<file path="config.mk">
export PLATFORM = sky130hd
export DESIGN_NAME = comparator_tree_pipe
export DESIGN_NICKNAME = d
export VERILOG_FILES = /design/src/rtl/comparator_pkg.sv /design/src/rtl/cmp2_cell.sv /design/src/rtl/comparator_tree_pipe.sv
export SDC_FILE = /design/constraint.sdc
export NUM_CORES = 1
export LEC_CHECK = 0
export BUFFER_PORTS_ARGS = -buffer_cell sky130_fd_sc_hd__buf_2
export CAP_MARGIN = 20
export CORE_ASPECT_RATIO = 1.4
export CORE_MARGIN = 2
export CORE_UTILIZATION = 54
export CTS_CLUSTER_DIAMETER = 120
export DETAILED_ROUTE_END_ITERATION = 8
export PLACE_DENSITY_LB_ADDON = 0.12
export SETUP_SLACK_MARGIN = 0.05
export SLEW_MARGIN = 0
export SYNTH_ARGS = -nofsm -noshare
export SYNTH_HDL_FRONTEND = slang
export SYNTH_SLANG_ARGS = --single-unit
</file>
<file path="constraint.sdc">
create_clock -name clk -period 1.62 [get_ports clk]
set_clock_uncertainty 0.2 [all_clocks]
set_input_delay 0.162 -clock clk [delete_from_list [all_inputs] [get_ports clk]]
set_output_delay 0.162 -clock clk [all_outputs]
set_load 0.02 [all_outputs]
</file>
<file path="src/rtl/comparator_pkg.sv">
// ============================================================================
// Package : comparator_pkg
// Brief   : Shared cell result type and tree-depth helper for the comparator.
// Revision: 1.0 - initial release
// ============================================================================
`default_nettype none

package comparator_pkg;

    typedef struct packed {
        logic g;
        logic l;
    } cell_res_t;

    // Number of binary tree levels needed to reduce WIDTH bits to one node.
    function automatic int levels_f(input int width);
        int n;
        n = 0;
        for (int i = 0; i < 32; i++) begin
            if ((64'd1 << i) < 64'(width)) begin
                n = i + 1;
            end
        end
        return n;
    endfunction

endpackage

`default_nettype wire

</file>
<file path="src/rtl/cmp2_cell.sv">
// ============================================================================
// Module  : cmp2_cell
// Brief   : Combinational 2-bit magnitude compare producing greater/less flags.
// Revision: 1.0 - initial release
// ============================================================================
`default_nettype none

module cmp2_cell
    import comparator_pkg::*;
(
    input  logic [1:0] a_i,
    input  logic [1:0] b_i,
    output logic       g_o,
    output logic       l_o
);

    cell_res_t w_res;
    logic      w_hi_same;

    assign w_hi_same = ~(a_i[1] ^ b_i[1]);

    // Fed with a={g_hi,g_lo}, b={l_hi,l_lo} the same logic merges two child results.
    always_comb begin
        w_res   = '0;
        w_res.g = (a_i[1] & ~b_i[1]) | (w_hi_same & a_i[0] & ~b_i[0]);
        w_res.l = (~a_i[1] & b_i[1]) | (w_hi_same & ~a_i[0] & b_i[0]);
    end

    assign g_o = w_res.g;
    assign l_o = w_res.l;

endmodule

`default_nettype wire

</file>
<file path="src/rtl/comparator_tree_pipe.sv">
// ============================================================================
// Module  : comparator_tree_pipe
// Brief   : Pipelined log2(WIDTH)-level signed/unsigned magnitude comparator.
// Revision: 1.0 - initial release
// ============================================================================
`default_nettype none

module comparator_tree_pipe
    import comparator_pkg::*;
#(
    parameter int WIDTH = 16,
    parameter int TAG_W = 4
) (
    input  logic             clk,
    input  logic             rst,
    input  logic             in_valid,
    output logic             in_ready,
    input  logic [WIDTH-1:0] in_x,
    input  logic [WIDTH-1:0] in_y,
    input  logic             in_signed,
    input  logic [TAG_W-1:0] in_tag,
    output logic             out_valid,
    input  logic             out_ready,
    output logic             out_gt,
    output logic             out_lt,
    output logic             out_eq,
    output logic [TAG_W-1:0] out_tag
);

    localparam int LEVELS = levels_f(WIDTH);
    // All levels packed into one vector: level n starts at WIDTH - (WIDTH >> n).
    localparam int NODES  = WIDTH - 1;

    logic             w_en;
    logic [WIDTH-1:0] w_x_t;
    logic [WIDTH-1:0] w_y_t;

    logic [NODES-1:0]  g_d;
    logic [NODES-1:0]  l_d;
    logic [NODES-1:0]  g_q;
    logic [NODES-1:0]  l_q;
    logic [LEVELS-1:0] valid_d;
    logic [LEVELS-1:0] valid_q;
    logic [TAG_W-1:0]  tag_d [LEVELS];
    logic [TAG_W-1:0]  tag_q [LEVELS];

    assign w_en     = out_ready | ~out_valid;
    assign in_ready = w_en;

    // Flipping the sign bit maps two's-complement order onto unsigned order.
    assign w_x_t = {in_x[WIDTH-1] ^ in_signed, in_x[WIDTH-2:0]};
    assign w_y_t = {in_y[WIDTH-1] ^ in_signed, in_y[WIDTH-2:0]};

    for (genvar n = 0; n < LEVELS; n++) begin : g_lvl
        localparam int CELLS = WIDTH >> (n + 1);
        localparam int OFS   = WIDTH - (WIDTH >> n);

        for (genvar k = 0; k < CELLS; k++) begin : g_node
            if (n == 0) begin : g_leaf
                cmp2_cell u_cell (
                    .a_i (w_x_t[2*k+1:2*k]),
                    .b_i (w_y_t[2*k+1:2*k]),
                    .g_o (g_d[OFS+k]),
                    .l_o (l_d[OFS+k])
                );
            end else begin : g_join
                localparam int SRC = WIDTH - (WIDTH >> (n - 1));

                cmp2_cell u_cell (
                    .a_i ({g_q[SRC+2*k+1], g_q[SRC+2*k]}),
                    .b_i ({l_q[SRC+2*k+1], l_q[SRC+2*k]}),
                    .g_o (g_d[OFS+k]),
                    .l_o (l_d[OFS+k])
                );
            end
        end
    end

    always_comb begin
        valid_d  = {valid_q[LEVELS-2:0], in_valid};
        tag_d[0] = in_tag;
        for (int s = 1; s < LEVELS; s++) begin
            tag_d[s] = tag_q[s-1];
        end
    end

    always_ff @(posedge clk) begin
        if (rst) begin
            valid_q <= '0;
            g_q     <= '0;
            l_q     <= '0;
            for (int s = 0; s < LEVELS; s++) begin
                tag_q[s] <= '0;
            end
        end else if (w_en) begin
            valid_q <= valid_d;
            g_q     <= g_d;
            l_q     <= l_d;
            tag_q   <= tag_d;
        end
    end

    assign out_valid = valid_q[LEVELS-1];
    assign out_gt    = g_q[NODES-1];
    assign out_lt    = l_q[NODES-1];
    assign out_eq    = ~out_gt & ~out_lt;
    assign out_tag   = tag_q[LEVELS-1];

endmodule

`default_nettype wire

</file>
==> key figures, run 1 <==
Status
  • Status: finished clean

GRT
  • Remaining global-route overflow: 0
  • Global routing usage summed across all routing layers: 18.6%
  • Pin count of the biggest net entering global routing: 54
  • First-pass GRT wire length: 7690 um
  • Number of antenna violations at the first check in global routing: 0
  • Via count of the first global-routing pass: 1985

Finish
  • Diode count: 0
  • Fraction of layout instances using a drive strength above 1: 19.9%
  • Fill cell count: 402
  • Share of the core filled with cells: 67.0%
  • Area growth from synthesis to layout: 20.9%
  • Layout Cells excl Fill: 399
  • Layout net count: 407

Synth
  • Cell count after synthesis: 283
  • Number of enable flip-flop cells after synthesis: 0
  • Post-synthesis async set-or-reset flop share: 0%
  • Cell with the most instances after synthesis: inv_1
  • Dominant cell type by area after synthesis: dfxtp_1
  • Top cell type's share of synthesized area: 40.1%
  • Synth area leaders: dfxtp_1 40%, ha_1 15%, a311oi_1 11%
  • Yosys cell types: 17
  • Warnings from Yosys: 0
  • Number of synthesized register bits: 50
  • Predominant post-synthesis flop cell: dfxtp_1
  • Post-synthesis instance area: 2500 sq um
  • Avg Cell Area, Syn: 8.82 sq um
  • Top cells by count, synth: 60 x inv_1, 50 x dfxtp_1, 38 x nand2_1
  • Part of the Yosys area used for sequential elements: 40.1%
  • Mapped Nets: 354

Worst setup path
  • Type of the worst setup path: flop to output port
  • CP Max Fanout: 22
  • R2R setup slack: 0.16 ns
  • Cell-by-cell listing of the critical path: nor2b_4 > inv_4 > buf_2
  • Critical Path Slowest Stage Cell: dfxtp_1
  • Sort of element at the start of the critical path: flop
  • Timing endpoint of the critical path: in_ready
  • Reg2reg start: valid_q[3]
  • CP arrival: 1.13 ns
  • Endpoint of the most critical register-to-register path: l_q[0]
  • Max stage delay on crit path: 0.31 ns
  • Critical Path RT: 1.26 ns
  • Kind of end point of the critical path: output port
  • Worst r2r path cells: 5
  • Beginning of the critical path: valid_q[3]

Run
  • Max-cap violation count: 0

Power
  • Pleak: 0.00138 uW
  • Largest voltage drop on the vdd net: 0.682 mV
  • PwrDens: 926 nW/um^2
  • Post-route total power: 2790 uW

STA
  • Final period demand of the worst path: 1.49 ns
  • Fmax: 0.671 GHz
  • Pins over their slew limit: 0
  • Slew at the pin closest to its max-slew limit: 0.346 ns
  • Hold Violations, Final: 0
  • Unrepaired setup endpoints after global routing: false
  • Slew Limit Headroom: 76.9%
  • Worst hold slack after final layout: 0.0192 ns
  • Period utilisation layout: 92.0%
  • Setup TNS: 0 ns
  • Number of failing setup endpoints in the final timing report: 0

Floorplanning
  • Full die area: 5190 sq um
  • CORE AREA: 4500 sq um
  • Top-level port count: 50
  • Starting Density: 55.5%
  • Total number of placement rows: 29
  • Die X: 61.5 um
  • Die H: 84.4 um

Clock tree
  • Clock buffer count from CTS: 5
  • Worst-Skew Late Latency: 0.30 ns
  • Clock transition at path regs: 0.09 ns
  • Number of sinks handled by clock tree synthesis: 50
  • Htree depth: 2
  • Clk buf depth: 2
  • Clock Root Buffer: clkbuf_8
  • CTS tree: built

Detailed routing
  • Wire length on met1: 1930 um
  • Total routed wirelength: 4560 um
  • Highest Signal Layer: met4
  • Met2 wirelength from detailed routing: 2390 um
  • Routed vias/inst: 5.13
  • Total via count in the routed design: 2046
  • Met3 routed WL: 153 um
  • Average wire length per cell after detail routing: 11.4 um
  • Residual DRC count: 0
  • Number of violations reported at the end of detailed-routing iteration 0: 108
  • Number of nets with antenna violations after routing: 0
  • Number of optimization iterations in the first detailed-route pass: 4

Place
  • Placed cell count: 382
  • Weighted congestion reported at the end of routability-driven placement: 0.695
  • IO Port Bufs: 49
  • Post-DP HPWL: 3030 um

Hold path
  • Type of the worst min-delay path: input port to flop
-- registers in the layout (all words and copies together) (netlist names) --
name / cells
tag_d: 12
l_q: 15
g_q: 15
out_tag: 4
valid_q: 4
-- per-stage QoR --
stage | cell area (sq um) | worst slack (ns)
3_5_place_dp | 2760 | 0.125
2_1_floorplan | 2500 | 0.235
5_1_grt | 3020 | 0.0501
3_3_place_gp | 2760 | 0.135
6_report | 3020 | 0.129
4_1_cts | 2980 | 0.0974
-- worst max-delay path: cells and delay by family (launching register included) --
kind | cells | cell delay, ns
buffers and inverters | 2 | 0.38
DFF | 1 | 0.31
and+or+nand+nor | 1 | 0.14
-- worst min-delay path by stage --
| stage | slack, ns | depth (start not counted) | from | to |
|---|---|---|---|---|
| after floorplan | 0.10 | 2 | in_tag[2] | tag_d[10] |
| after global placement | 0.21 | 3 | in_tag[3] | tag_d[11] |
| after detailed placement | 0.21 | 3 | in_tag[0] | tag_d[8] |
| after CTS | 0.05 | 2 | rst | out_tag[1] |
| after global routing | 0.06 | 2 | rst | out_tag[1] |
| final | 0.02 | 3 | in_y[12] | l_q[6] |
-- per-layer routing --
layer  vias up  global-route usage [%]
li1       1067                       -
met2        36                    33.8
met5         -                       0
met4         0                    6.38
met1       934                    20.5
met3         9                    3.70
-- power by group --
part | leakage [uW] | internal [uW] | total [uW] | switching (uW)
Clock | 0.0000714 | 658 | 1060 | 398
Sequential | 0.000411 | 1310 | 1340 | 39.6
Combinational | 0.000901 | 186 | 391 | 205
Total | 0.00138 | 2150 | 2790 | 643
-- layout by cell type (no fill, tap or decap), types with 6 or more instances in the layout --
cell and count:
clkbuf_8 6, a21oi_1 19, inv_1 60, dfxtp_1 50, buf_2 49, a311oi_1 30
ha_1 30, a211oi_1 28, nand2_1 38
-- cell type report --
class	count	area (sq um)	share of cell area (%)
tap	62	77.6	2.57
inverter	61	231	7.67
clock inverter	2	60.1	1.99
timing repair buffer	63	418	13.9
sequential	50	1000	33.2
clock buffer	6	82.6	2.74
multi-input combinational	155	1150	38.0
-- cell families after synthesis --
| kind of cell | after synthesis | synth area share (%) |
|---|---|---|
| AND/OR/NAND/NOR | 46 | 7.42 |
| XOR/XNOR | 2 | 0.702 |
| flip-flops | 50 | 40.1 |
| AO/OA/AOI/OAI | 77 | 22.8 |
| buffers and inverters | 78 | 14.0 |
| adder cells (fa/ha/maj) | 30 | 15.0 |
-- repair_timing --
action / 4_1_cts / 5_1_grt
gates cloned: 0 / 1
buffers inserted: 2 / 0
pin swaps: 0 / 4
resized for setup: 1 / 2
endpoints found under the hold margin: 5 / 0
setup endpoints to repair: 1 / 10
hold buffers: 6 / 0
(Power assumes the default switching activity.)
==> run 2, diff against run 1 <==
--- a/config.mk
+++ b/config.mk
@@ -9,7 +9,7 @@
 export CAP_MARGIN = 20
 export CORE_ASPECT_RATIO = 1.4
 export CORE_MARGIN = 2
-export CORE_UTILIZATION = 54
+export CORE_UTILIZATION = 49
 export CTS_CLUSTER_DIAMETER = 120
 export DETAILED_ROUTE_END_ITERATION = 8
 export PLACE_DENSITY_LB_ADDON = 0.12
==> constraint.sdc (replaced) <==
create_clock -name clk -period 1.3 [get_ports clk]
set_clock_uncertainty 0.2 [all_clocks]
set_input_delay 0.13 -clock clk [delete_from_list [all_inputs] [get_ports clk]]
set_output_delay 0.13 -clock clk [all_outputs]
set_load 0.02 [all_outputs]
==> run 2 against run 1 <==
Effect of this change: the run now ends with hold timing, setup timing left; sequential power is 26% higher; final cell count is 7.3% higher; via count is 8.0% higher; utilization is 7.5 points higher; largest power group unchanged; power is 27% higher; highest routed layer unchanged; combinational power is 90% higher.
==> key figures, run 2 (synthesis results as in run 1) <==
Status
  • Status: finished with violations (was finished clean)
  • Violated checks: hold timing, setup timing

Clock tree
  • Clock transition at path regs: 0.10 ns (was 0.09 ns)
  • Worst-Skew Late Latency: 0.31 ns (was 0.30 ns)
  • Htree depth: 2 (unchanged)
  • Clock Root Buffer: clkbuf_8 (unchanged)
  • Number of sinks handled by clock tree synthesis: 50 (unchanged)
  • Clock buffer count from CTS: 5 (unchanged)
  • Clk buf depth: 2 (unchanged)
  • CTS tree: built (unchanged)

Finish
  • Layout net count: 434 (was 407)
  • Most common library cell in the layout ignoring fill and taps: inv_1 (unchanged)
  • Fraction of layout instances using a drive strength above 1: 40.1% (was 19.9%)
  • Area growth from synthesis to layout: 45.8% (was 20.9%)
  • Diode count: 0 (unchanged)
  • Most frequent cells in the layout: 60 x inv_1, 47 x dfxtp_1, 47 x buf_2 (was 60 x inv_1, 50 x dfxtp_1, 49 x buf_2)

Worst setup path
  • Sort of element at the start of the critical path: flop (unchanged)
  • Max stage delay on crit path: 0.35 ns (was 0.31 ns)
  • Buffers and inverters on the worst path: 3 (was 2)
  • CP Max Fanout: 9 (was 22)
  • Type of the worst setup path: flop to flop (was flop to output port)
  • Kind of end point of the critical path: flop (was output port)
  • CP arrival: 1.52 ns (was 1.13 ns)
  • Critical Path RT: 1.34 ns (was 1.26 ns)
  • Critical Path Slowest Stage Cell: dfxtp_4 (was dfxtp_1)
  • Cell-by-cell listing of the critical path: nor2b_4 > buf_12 > buf_8 > buf_4 > a311oi_2 > nor3_1 (was nor2b_4 > inv_4 > buf_2)
  • Kind of cell adding the most delay to the critical path: buffers and inverters (unchanged)

Detailed routing
  • Met3 routed WL: 147 um (was 153 um)
  • Highest Signal Layer: met4 (unchanged)
  • Number of nets with antenna violations after routing: 0 (unchanged)
  • Met2 wirelength from detailed routing: 3030 um (was 2390 um)
  • Total via count in the routed design: 2210 (was 2046)
  • Routed vias/inst: 5.16 (was 5.13)
  • Number of optimization iterations in the first detailed-route pass: 4 (unchanged)
  • Wire length on met1: 2230 um (was 1930 um)
  • Residual DRC count: 0 (unchanged)
  • Number of violations reported at the end of detailed-routing iteration 0: 108 (unchanged)
  • Total routed wirelength: 5490 um (was 4560 um)
  • Average wire length per cell after detail routing: 12.8 um (was 11.4 um)

Place
  • Post-DP HPWL: 3380 um (was 3030 um)
  • Weighted congestion reported at the end of routability-driven placement: 0.725 (was 0.695)
  • Post-Place Setup Slack: -0.151 ns (was 0.125 ns)
  • IO Port Bufs: 49 (unchanged)

Power
  • PwrDens: 976 nW/um^2 (was 926 nW/um^2)
  • Post-route total power: 3550 uW (was 2790 uW)
  • Pleak: 0.00157 uW (was 0.00138 uW)
  • Largest voltage drop on the vdd net: 0.658 mV (was 0.682 mV)

STA
  • Slew at the pin closest to its max-slew limit: 0.296 ns (was 0.346 ns)
  • Hold Violations, Final: 4 (was 0)
  • Number of failing setup endpoints in the final timing report: 50 (was 0)
  • Worst hold slack after final layout: -0.0206 ns (was 0.0192 ns)
  • Slew Limit Headroom: 80.2% (was 76.9%)
  • Pins over their slew limit: 0 (unchanged)
  • Period utilisation layout: 114%
  • Minimum setup slack in the final design: -0.184 ns (was 0.129 ns)
  • Unrepaired setup endpoints after global routing: true (was false)
  • Fmax: 0.674 GHz
  • Final period demand of the worst path: 1.48 ns

Floorplanning
  • Die X: 64.3 um (was 61.5 um)
  • Die H: 88.5 um (was 84.4 um)
  • Starting Density: 51.2% (was 55.5%)
  • CORE AREA: 4880 sq um (was 4500 sq um)
  • Top-level port count: 50 (unchanged)
  • Full die area: 5690 sq um (was 5190 sq um)
  • Total number of placement rows: 30 (was 29)

Run
  • Max-cap violation count: 0 (unchanged)

GRT
  • Number of antenna violations at the first check in global routing: 0 (unchanged)
  • Global routing usage summed across all routing layers: 17.8% (was 18.6%)
  • Pin count of the biggest net entering global routing: 30 (was 54)
  • First-pass GRT wire length: 8070 um (was 7690 um)
  • Remaining global-route overflow: 0 (unchanged)
  • Via count of the first global-routing pass: 1996 (was 1985)

Hold path
  • Type of the worst min-delay path: input port to flop (unchanged)
[run 2: cell count changes in the layout (fill, tap and decap cells not counted), sizes merged]
cell          change
bufinv            -1
inv               +2
clkinv            +1
buf              +23
dlymetal6s4s      -1
dlygate4sd3       +3
[run 2: metal layers]
metal | track usage [%] | up-vias
li1 | - | 1126
met1 | 19.0 | 1048
met2 | 34.0 | 28
met3 | 3.94 | 8
met4 | 6.77 | 0
met5 | 0 | -
[run 2: layout make-up]
type / count / area (sq um)
Clock buffer: 5 / 68.8
Timing Repair inverter: 1 / 3.75
Timing Repair Buffer: 89 / 734
Multi-Input combinational cell: 155 / 1470
Sequential cell: 50 / 1010
Inverter: 61 / 234
Clock inverter: 3 / 43.8
Fill cell: 362 / 1240
Tap cell: 64 / 80.1
[run 2: report_power, final]
group	switching, uW	internal (uW)	leakage, uW	total [uW]
combinational	353	391	0.00110	744
sequential	62.1	1630	0.000413	1690
clock	540	577	0.0000585	1120
[run 2: repair_timing]
item	in CTS	in global routing
endpoints found under the setup margin	52	52
pin swaps	7	11
resized for setup	24	40
gates cloned	2	3
setup buffers	3	3
endpoints found under the hold margin	8	0
hold buffers	8	0
[run 2: final timing paths]
check,cells past startpoint,endpoint,slack (ns),from
max reg2reg,6,g_q[14],-0.18,valid_q[3]
min,3,l_q[1],-0.02,in_y[2]
min reg2reg,2,out_tag[2],0.25,out_tag[2]
max,6,g_q[14],-0.18,valid_q[3]
[run 2: worst min-delay path: cells and delay by family]
family | cells | cell delay (ns)
buffers and inverters | 1 | 0.09
AOI/OAI and AO/OA | 2 | 0.23
[run 2: stage by stage]
stage                     instances  utilization [%]  area, sq um  hold slack, ns  TNS (ns)
after floorplan                 283                -         2580          0.0705    -0.147
after global placement          401             60.9         2970           0.154     -1.23
after detailed placement        401             60.9         2970           0.163     -1.79
after CTS                       422             68.4         3340         0.00234     -6.60
after global routing            428             74.6         3640         0.00411     -7.06
final                           428             74.6         3640         -0.0206     -4.61
==> run 3, diff against run 2 <==
--- a/config.mk
+++ b/config.mk
@@ -9,7 +9,7 @@
 export CAP_MARGIN = 20
 export CORE_ASPECT_RATIO = 1.4
 export CORE_MARGIN = 2
-export CORE_UTILIZATION = 49
+export CORE_UTILIZATION = 56
 export CTS_CLUSTER_DIAMETER = 120
 export DETAILED_ROUTE_END_ITERATION = 8
 export PLACE_DENSITY_LB_ADDON = 0.12
@@ -17,4 +17,5 @@
 export SLEW_MARGIN = 0
 export SYNTH_ARGS = -nofsm -noshare
 export SYNTH_HDL_FRONTEND = slang
+export SYNTH_HIERARCHICAL = 1
 export SYNTH_SLANG_ARGS = --single-unit
==> constraint.sdc (replaced) <==
create_clock -name clk -period 1.66 [get_ports clk]
set_clock_uncertainty 0.2 [all_clocks]
set_input_delay 0.166 -clock clk [delete_from_list [all_inputs] [get_ports clk]]
set_output_delay 0.166 -clock clk [all_outputs]
set_load 0.02 [all_outputs]
==> run 3 against run 2 <==
Effect of this change: the run now ends clean; utilization down 6.1 points; sequential power down 22%; power down 29%; wire length down 0.49%; via count up 7.8%; cell area down 2.2%; setup slack better by 0.32 ns; count of clock-buffer cells in the layout up 1; critical endpoint is now in_ready; highest routed layer unchanged.
==> key figures, run 3 <==
Status
  • Status: finished clean (was finished with violations)

Detailed routing
  • Met3 routed WL: 127 um (was 147 um)
  • Total routed wirelength: 5460 um (was 5490 um)
  • Number of violations reported at the end of detailed-routing iteration 0: 109 (was 108)
  • Number of optimization iterations in the first detailed-route pass: 4 (unchanged)
  • Number of nets with antenna violations after routing: 0 (unchanged)
  • Residual DRC count: 0 (unchanged)
  • Highest Signal Layer: met4 (unchanged)
  • Routed vias/inst: 5.21 (was 5.16)
  • Met2 wirelength from detailed routing: 2890 um (was 3030 um)
  • Total via count in the routed design: 2383 (was 2210)
  • Wire length on met1: 2390 um (was 2230 um)
  • Average wire length per cell after detail routing: 11.9 um (was 12.8 um)

Clock tree
  • CTS tree: built (unchanged)
  • Clock Root Buffer: clkbuf_8 (unchanged)
  • Clock transition at path regs: 0.09 ns (was 0.10 ns)
  • Worst-Skew Late Latency: 0.31 ns (about the same)
  • Clock buffer count from CTS: 5 (unchanged)
  • Htree depth: 2 (unchanged)
  • Number of sinks handled by clock tree synthesis: 50 (unchanged)
  • Clk buf depth: 2 (unchanged)

Place
  • Post-Place Setup Slack: 0.151 ns (was -0.151 ns)
  • IO Port Bufs: 49 (unchanged)
  • Post-DP HPWL: 3910 um (was 3380 um)
  • Total cell area at the placement stage: 3330 sq um (was 2970 sq um)
  • Weighted congestion reported at the end of routability-driven placement: 0.732 (was 0.725)

STA
  • Fmax: 0.654 GHz
  • Minimum setup slack in the final design: 0.131 ns (was -0.184 ns)
  • Worst hold slack after final layout: 0.00826 ns (was -0.0206 ns)
  • Number of failing setup endpoints in the final timing report: 0 (was 50)
  • Slew at the pin closest to its max-slew limit: 0.347 ns (was 0.296 ns)
  • Pins over their slew limit: 0 (unchanged)
  • Unrepaired setup endpoints after global routing: false (was true)
  • Hold Violations, Final: 0 (was 4)
  • Slew Limit Headroom: 76.9% (was 80.2%)
  • Final period demand of the worst path: 1.53 ns
  • Period utilisation layout: 92.1%
  • Setup TNS: 0 ns (was -4.61 ns)

Floorplanning
  • Total number of placement rows: 31 (was 30)
  • Starting Density: 57.9% (was 51.2%)
  • Full die area: 5980 sq um (was 5690 sq um)
  • Die X: 65.9 um (was 64.3 um)
  • Die H: 90.7 um (was 88.5 um)
  • CORE AREA: 5200 sq um (was 4880 sq um)
  • Top-level port count: 50 (unchanged)

Synth
  • Post-synthesis async set-or-reset flop share: 0% (unchanged)
  • Avg Cell Area, Syn: 9.11 sq um (was 8.82 sq um)
  • Post-synthesis instance area: 3010 sq um (was 2500 sq um)
  • Mapped Nets: 401 (was 354)
  • Top cell type's share of synthesized area: 33.3% (was 40.1%)
  • Top cells by count, synth: 50 x dfxtp_1, 49 x nand2b_1, 46 x inv_1 (was 60 x inv_1, 50 x dfxtp_1, 38 x nand2_1)
  • Cell count after synthesis: 330 (was 283)
  • Number of synthesized register bits: 50 (unchanged)
  • Yosys cell types: 22 (was 17)
  • Predominant post-synthesis flop cell: dfxtp_1 (unchanged)
  • Dominant cell type by area after synthesis: dfxtp_1 (unchanged)
  • Warnings from Yosys: 6 (was 0)
  • Part of the Yosys area used for sequential elements: 33.3% (was 40.1%)
  • Number of enable flip-flop cells after synthesis: 0 (unchanged)
  • Synth area leaders: dfxtp_1 33%, ha_1 12%, nand4bb_1 12% (was dfxtp_1 40%, ha_1 15%, a311oi_1 11%)
  • Cell with the most instances after synthesis: dfxtp_1 (was inv_1)

Worst setup path
  • Reg2reg start: valid_q[3] (unchanged)
  • CP Max Fanout: 10 (was 9)
  • Type of the worst setup path: flop to output port (was flop to flop)
  • Worst r2r path cells: 5 (was 6)
  • Critical Path RT: 1.29 ns (was 1.34 ns)
  • Sort of element at the start of the critical path: flop (unchanged)
  • Kind of end point of the critical path: output port (was flop)
  • Endpoint of the most critical register-to-register path: l_q[2] (was g_q[14])
  • Max stage delay on crit path: 0.33 ns (was 0.35 ns)
  • CP arrival: 1.16 ns (was 1.52 ns)
  • Critical Path Slowest Stage Cell: dfxtp_2 (was dfxtp_4)
  • R2R setup slack: 0.20 ns (was -0.18 ns)
  • Cell-by-cell listing of the critical path: buf_6 > nor2b_4 > inv_2 > buf_2 (was nor2b_4 > buf_12 > buf_8 > buf_4 > a311oi_2 > nor3_1)

GRT
  • Remaining global-route overflow: 0 (unchanged)
  • Global routing usage summed across all routing layers: 18.9% (was 17.8%)
  • Via count of the first global-routing pass: 2315 (was 1996)
  • Pin count of the biggest net entering global routing: 28 (was 30)
  • Number of antenna violations at the first check in global routing: 0 (unchanged)
  • First-pass GRT wire length: 9340 um (was 8070 um)

Power
  • Relative contribution of the clock network to total power: 29.5% (was 31.5%)
  • Pleak: 0.00153 uW (was 0.00157 uW)
  • Post-route total power: 2510 uW (was 3550 uW)
  • Power dissipated by switching net loads: 663 uW (was 955 uW)
  • Switching share of total power: 26.4% (was 26.9%)
  • PwrDens: 705 nW/um^2 (was 976 nW/um^2)
  • Internal Dissipation: 1850 uW (was 2600 uW)
  • Flop pwr share: 52.5% (was 47.6%)
  • Largest voltage drop on the vdd net: 0.485 mV (was 0.658 mV)
  • Fraction of power consumed by combinational cells: 18.0% (was 21.0%)

Run
  • Max-cap violation count: 0 (unchanged)

Hold path
  • Type of the worst min-delay path: input port to flop (unchanged)
  • Depth of the worst hold-timing path: 4 (was 3)
  • Worst Min Path Start: in_x[4] (was in_y[2])
  • Hold endpoint: l_q[2] (was l_q[1])

Finish
  • Most frequent cells in the layout: 49 x nand2b_1, 49 x dfxtp_1, 49 x buf_2 (was 60 x inv_1, 47 x dfxtp_1, 47 x buf_2)
  • Non-Filler Cell Area, Final: 3560 sq um (was 3640 sq um)
  • Layout net count: 461 (was 434)
  • Multi-input gate area in the final layout: 1730 sq um (was 1470 sq um)
  • Register cell area after layout: 1000 sq um (was 1010 sq um)
  • Diode count: 0 (unchanged)
  • Fill cell count: 458 (was 362)
  • Fraction of layout instances using a drive strength above 1: 18.4% (was 40.1%)
  • Area growth from synthesis to layout: 18.3% (was 45.8%)
==> run 3: changes by cell type after synthesis, moves of 11 or more <==
cell       previous run  this run
o21bai_1              0        15
a211oi_1             28         0
o21ai_0               0        19
clkbuf_1              5        16
nand2_1              38        15
a311oi_1             30         0
o21ai_1               0        16
a21oi_1              19         1
mux2i_1               0        14
nand4bb_1             0        31
a31o_1                0        15
inv_1                60        46
nand2b_1              0        49
==> run 3: kinds of logic after synthesis <==
family | after synthesis | synth area share, %
xor gates and xnor gates | 2 | 0.582
buffers and inverters | 67 | 9.15
DFF | 50 | 33.3
muxes | 14 | 4.66
AOI/OAI and AO/OA | 66 | 14.1
and+or+nand+nor | 101 | 25.7
adders and majority gates | 30 | 12.5
==> run 3: power by group through the flow <==
stage	combinational [uW]	sequential, uW	clock [uW]
final	451	1320	741
after CTS	457	1320	769
after floorplan	292	1340	0
after detailed placement	431	1350	0
after global routing	513	1330	811
after global placement	412	1340	0
==> run 3: worst max-delay path, delay by kind of cell, from the launching register on <==
kind,cells,cell delay [ns]
flip-flops,1,0.33
AND/OR/NAND/NOR,1,0.13
buffers and inverters,3,0.39
==> run 3: metrics by stage <==
| stage | instances | utilization (%) |
|---|---|---|
| after detailed placement | 436 | 64.1 |
| after floorplan | 330 | - |
| after CTS | 457 | 68.4 |
| after global placement | 436 | 64.1 |
| final | 457 | 68.5 |
| after global routing | 457 | 68.5 |
==> run 3: worst max-delay path by stage <==
stage / slack (ns) / to / start / cells past startpoint
finish: 0.13 / in_ready / valid_q[3] / 4
global route: 0.06 / in_ready / valid_q[3] / 4
CTS: 0.07 / in_ready / valid_q[3] / 4
detailed placement: 0.15 / g_q[7] / in_signed / 7
global placement: 0.18 / g_q[7] / in_signed / 7
floorplan: 0.19 / tag_d[10] / valid_q[3] / 4
==> run 3: routing by layer <==
layer  up-vias  global-route usage (%)
met1      1117                    21.6
li1       1235                       -
met5         -                       0
met3         4                    3.74
met2        27                    34.7
met4         0                    5.27
==> run 3: cell type report <==
type,instances,area share [%]
Inverter,47,4.96
Tap cell,66,2.32
Multi-Input combinational cell,213,48.6
Clock buffer,6,2.32
Sequential cell,50,28.2
Clock inverter,2,0.351
Timing Repair Buffer,73,13.3
==> run 3: what timing repair did <==
item / 4_1_cts / 5_1_grt
hold buffers: 12 / 0
gates cloned: 0 / 0
endpoints found under the hold margin: 12 / 0
endpoints found under the setup margin: 1 / 3
resized for setup: 0 / 2
pin swaps: 0 / 0
buffers inserted: 1 / 0
